File: src/rtl/stall_issue.sv
// Issue stage: streams a captured 8-instruction program into the pipeline,
// inserting no-op bubbles on read-after-write hazards and counting them.
module stall_issue (
  input  logic        clk,
  input  logic        rst,
  input  logic        load,
  input  logic [63:0] instrMemBits,
  input  logic        out_ready,
  output logic        out_valid,
  output logic [7:0]  out_instr,
  output logic        out_bubble,
  output logic [2:0]  out_slot,
  output logic        busy,
  output logic        done,
  output logic [3:0]  stall_count
);

  localparam logic [1:0] ST_IDLE  = 2'd0;
  localparam logic [1:0] ST_ISSUE = 2'd1;
  localparam logic [1:0] ST_DONE  = 2'd2;

  localparam logic [1:0] OPC_NOOP = 2'b00;
  localparam logic [1:0] OPC_ADD  = 2'b01;
  localparam logic [1:0] OPC_SW   = 2'b10;
  localparam logic [1:0] OPC_LW   = 2'b11;

  logic [1:0] state;
  logic [2:0] pc;
  logic [7:0] imem [8];

  // History of the two most recently accepted words (bubbles never write).
  logic       h1_wr_en;
  logic [2:0] h1_wr_reg;
  logic       h1_is_lw;
  logic       h2_wr_en;
  logic [2:0] h2_wr_reg;
  logic       h2_is_lw;

  logic [7:0] cur_word;
  logic [1:0] cur_opc;
  logic [2:0] cur_a;
  logic [2:0] cur_b;
  logic       reads_a;
  logic       reads_b;
  logic       writes;
  logic       haz_a;
  logic       haz_b;
  logic       hazard;
  logic       accept;
  logic       new_wr_en;
  logic [2:0] new_wr_reg;
  logic       new_is_lw;

  // Decode the instruction at pc and check its source registers against history.
  always_comb begin
    cur_word = imem[pc];
    cur_opc  = cur_word[7:6];
    cur_a    = cur_word[5:3];
    cur_b    = cur_word[2:0];
    reads_a  = (cur_opc == OPC_SW) || (cur_opc == OPC_ADD);
    reads_b  = (cur_opc != OPC_NOOP);
    writes   = (cur_opc == OPC_LW) || (cur_opc == OPC_ADD);
    // H1 blocks any producer; H2 only still blocks a load (one extra beat of latency).
    haz_a    = reads_a &&
               ((h1_wr_en && (h1_wr_reg == cur_a)) ||
                (h2_wr_en && h2_is_lw && (h2_wr_reg == cur_a)));
    haz_b    = reads_b &&
               ((h1_wr_en && (h1_wr_reg == cur_b)) ||
                (h2_wr_en && h2_is_lw && (h2_wr_reg == cur_b)));
    hazard   = (state == ST_ISSUE) && (haz_a || haz_b);
    accept   = (state == ST_ISSUE) && out_ready;
    // History entry for the word offered this cycle.
    new_wr_en  = !hazard && writes;
    new_wr_reg = hazard ? '0 : cur_a;
    new_is_lw  = !hazard && (cur_opc == OPC_LW);
  end

  // Output decode purely from registered state.
  always_comb begin
    out_valid  = (state == ST_ISSUE);
    out_bubble = hazard;
    out_instr  = (out_valid && !hazard) ? cur_word : '0;
    out_slot   = pc;
    busy       = (state == ST_ISSUE);
    done       = (state == ST_DONE);
  end

  // Sequencer: program capture, issue handshakes, history and bubble count.
  always_ff @(posedge clk) begin
    if (rst) begin
      state       <= ST_IDLE;
      pc          <= '0;
      h1_wr_en    <= 1'b0;
      h1_wr_reg   <= '0;
      h1_is_lw    <= 1'b0;
      h2_wr_en    <= 1'b0;
      h2_wr_reg   <= '0;
      h2_is_lw    <= 1'b0;
      stall_count <= '0;
      for (int unsigned i = 0; i < 8; i++) begin
        imem[i] <= '0;
      end
    end else begin
      case (state)
        ST_IDLE: begin
          if (load) begin
            for (int unsigned i = 0; i < 8; i++) begin
              imem[i] <= instrMemBits[(7 - i) * 8 +: 8];
            end
            pc          <= '0;
            h1_wr_en    <= 1'b0;
            h1_wr_reg   <= '0;
            h1_is_lw    <= 1'b0;
            h2_wr_en    <= 1'b0;
            h2_wr_reg   <= '0;
            h2_is_lw    <= 1'b0;
            stall_count <= '0;
            state       <= ST_ISSUE;
          end
        end
        ST_ISSUE: begin
          if (accept) begin
            h2_wr_en  <= h1_wr_en;
            h2_wr_reg <= h1_wr_reg;
            h2_is_lw  <= h1_is_lw;
            h1_wr_en  <= new_wr_en;
            h1_wr_reg <= new_wr_reg;
            h1_is_lw  <= new_is_lw;
            if (hazard) begin
              if (stall_count != 4'hF) begin
                stall_count <= stall_count + 4'd1;
              end
            end else begin
              pc <= pc + 3'd1;
              if (pc == 3'd7) begin
                state <= ST_DONE;
              end
            end
          end
        end
        ST_DONE: begin
          state <= ST_IDLE;
        end
        default: begin
          state <= ST_IDLE;
        end
      endcase
    end
  end

endmodule

File: config.mk
export PLATFORM = sky130hd
export DESIGN_NAME = stall_issue
export DESIGN_NICKNAME = d
export VERILOG_FILES = /design/src/rtl/stall_issue.sv
export SDC_FILE = /design/constraint.sdc
export NUM_CORES = 1
export LEC_CHECK = 0
export ABC_AREA = 1
export CELL_PAD_IN_SITES_DETAIL_PLACEMENT = 1
export CELL_PAD_IN_SITES_GLOBAL_PLACEMENT = 1
export CORE_ASPECT_RATIO = 2
export CORE_MARGIN = 2
export CORE_UTILIZATION = 39
export CTS_BUF_LIST = sky130_fd_sc_hd__clkbuf_8
export CTS_CLUSTER_SIZE = 14
export DETAILED_ROUTE_END_ITERATION = 10
export GPL_TIMING_DRIVEN = 0
export PLACE_DENSITY_LB_ADDON = 0.2
export SLEW_MARGIN = 20
export SYNTH_ARGS = -nofsm -noshare
export SYNTH_HDL_FRONTEND = slang
export SYNTH_SLANG_ARGS = --single-unit
export TNS_END_PERCENT = 1
File: constraint.sdc
create_clock -name clk -period 2.8 [get_ports clk]
set_input_delay 0.56 -clock clk [delete_from_list [all_inputs] [get_ports clk]]
set_output_delay 0.56 -clock clk [all_outputs]
set_load 0.02 [all_outputs]
==> reports/metrics.cfg <==
[layout]
largest_reg_flops=64
final_cell_area_um2=6280
regMostFlops=imem
area_growth_pct=36.6
drive_above_1_share=0.180
nets=780
final_cells=856
top_regs=imem (64), stall_count (4)
diodes=0

[critical_path]
critical_path.max_fanout=10
end_kind=primary output
cp.required_ns=2.24
arrival_ns=2.48
critPathLaunchType=register
crit_type=reg -> out

[power_and_ir_drop]
leakagePower_nw=2.94
power_density_nw_per_um2=474
ir_drop_mv=0.376

[timing]
post-route-period-util=1.09
maxSlewViolCount=0
fin_worst_skew_ns=0.0151
fmax_mhz=329
worstMarginPinSlew_ns=0.599
fin_crit_ns=3.04
rsz0062_at_grt=true
finalWorstSetupSlack_ns=-0.244
timing.final.hold_violations=0
max-slew-margin-rel=0.601
setup_viol=9

[yosys]
syn_inst=588
synth.most_common_cell=inv_1
syn-cell-area_um2=4600
synth_compound_area_frac=0.0413
synth-edff-count=64
synthTopCellsByCount=124 x inv_1, 122 x nand2_1, 108 x nor2_1
synth.area.mux_share=0
ys.flop_type=edfxtp_1
syn_avg_cell_area_um2=7.82
synthDominantCellAreaShare=0.418
synthAdderAreaFrac=0.0163
post-synth-top-area-cell=edfxtp_1
synth.top_cells.by_area=edfxtp_1 42%, inv_1 10%, nand2_1 10%
ys_warn_count=0
async_reset_ff_frac=0
synth_cell_type_count=25
syn-num-nets=662
ys_seq_area_frac=0.514
synth_simple_gate_area_frac=0.291
synth_seq_cells=86
synth_top_family_by_area=simple AND/OR/NAND/NOR gates
synth_xor_area_frac=0

[routing]
drtIter0Drc=139
drt-total-wl_um=13100
drt_first_pass_iters=4
ant_nets=0
post-route-drc-count=0
num_vias=4143
routedWlPerCell_um=15.3
via_per_inst=4.84

[clocking]
postCtsHoldBufs=0
clockBufferDepth=2
ctsRootBufferMaster=clkbuf_8
htreeDepth=3
cts_tree=built
numCtsBuffers=9
cts_sinks=86
path_clk_slew_ns=0.10
clock_latency_ns=0.37

[place]
post-place-ws_ns=-0.908
placed_cell_area_um2=5670
dp_cells=819
routabilityCongestion=0.823
dp_hpwl_um=9840
port_buffers=85

[grt]
grt_overflow=0
grt_max_degree=60
grt_pass1_vias=4333
grt_pass1_wl_um=20500
grt_usage=0.217
antenna_found_initial=0

[floorplan]
io_pins=87
row_count=56
die_x_um=80.8
start_util=0.395
die_y_um=158
core-area_um2=11600
die_area_um2=12700

[status]
status=finished with violations
violations=negative setup slack

[job]
drv_cap=0

[hold_path]
holdCritPathClass=reg -> reg

==> cells in the final DEF (no fill, tap or decap), drive strengths merged <==
| master | n |
|---|---|
| buf | 43 |
| nand3 | 59 |
| inv | 127 |
| nor2 | 111 |
| clkinv | 8 |
| o22ai | 4 |
| nand2 | 132 |
| o21ai | 16 |
| dfxtp | 22 |
| ha | 6 |
| or2 | 1 |
| clkbuf | 19 |
| nand4 | 2 |
| a21oi | 17 |
| nor3 | 3 |
| edfxtp | 64 |
| clkdlybuf4s50 | 76 |
| clkinvlp | 1 |
==> routing by layer <==
layer | up-vias | GRT usage | wire length [um]
met1 | 1934 | 0.197 | 4210
met3 | 51 | 0.0376 | 366
met4 | 0 | 0.149 | 939
met5 | - | 0 | 0
li1 | 2046 | - | -
met2 | 112 | 0.415 | 7620
==> power by group <==
part           internal, W  switching, W
registers          0.00148     0.0000454
clock network     0.000316      0.000459
logic             0.000297      0.000384
total              0.00209      0.000889
==> cell type report <==
type,count,area (um^2)
sequential,86,2370
timing repair buffer,107,1050
fill,1451,5350
clock inverter,7,42.5
multi-input combinational,351,1830
inverter,129,504
buffer,22,183
tap,145,181
clock buffer,9,124
==> repair_timing <==
item / CTS / global route
gates cloned: 3 / 1
setup buffers: 16 / 2
setup endpoints to repair: 9 / 11
pin swaps: 17 / 23
gates resized for setup: 99 / 28
==> final timing paths <==
check	start	end	slack, ns	cells past startpoint
worst max-delay path	register	out_instr[1]	-0.24	14
worst min-delay path	h2_is_lw	h2_is_lw	0.49	2
worst max register to register	register	h1_is_lw	0.53	16
worst min register to register	h2_is_lw	h2_is_lw	0.49	2
==> metrics by stage <==
step	power [W]	util	hold WS [ns]	TNS [ns]
2_1_floorplan	0.00187	-	0.441	0
3_3_place_gp	0.00210	0.484	0.452	-64.87
3_5_place_dp	0.00212	0.487	0.473	-7.71
4_1_cts	0.00297	0.529	0.496	-1.21
5_1_grt	0.00313	0.540	0.522	-2.77
6_report	0.00298	0.540	0.490	-1.68
==> critical path: stages (launching register included) <==
cell	delay [ns]
dfxtp_4	0.45
buf_6	0.17
nand2_1	0.08
nand3_1	0.11
nand3_2	0.16
nand2_2	0.12
nand2_1	0.07
nand2_1	0.13
nor2_1	0.06
nand2_1	0.07
nand2_2	0.07
nand2_4	0.13
nand3_4	0.17
a21oi_2	0.17
buf_4	0.16
==> cells by family (layout without fill, tap and decap cells) <==
kind of cell    count (synthesis)  after routing
compound gates                 37             37
flops                          86             86
simple gates                  307            308
fa+ha+maj                       6              6
buf+inv                       152            274
Power figures use the tool's default switching activity.
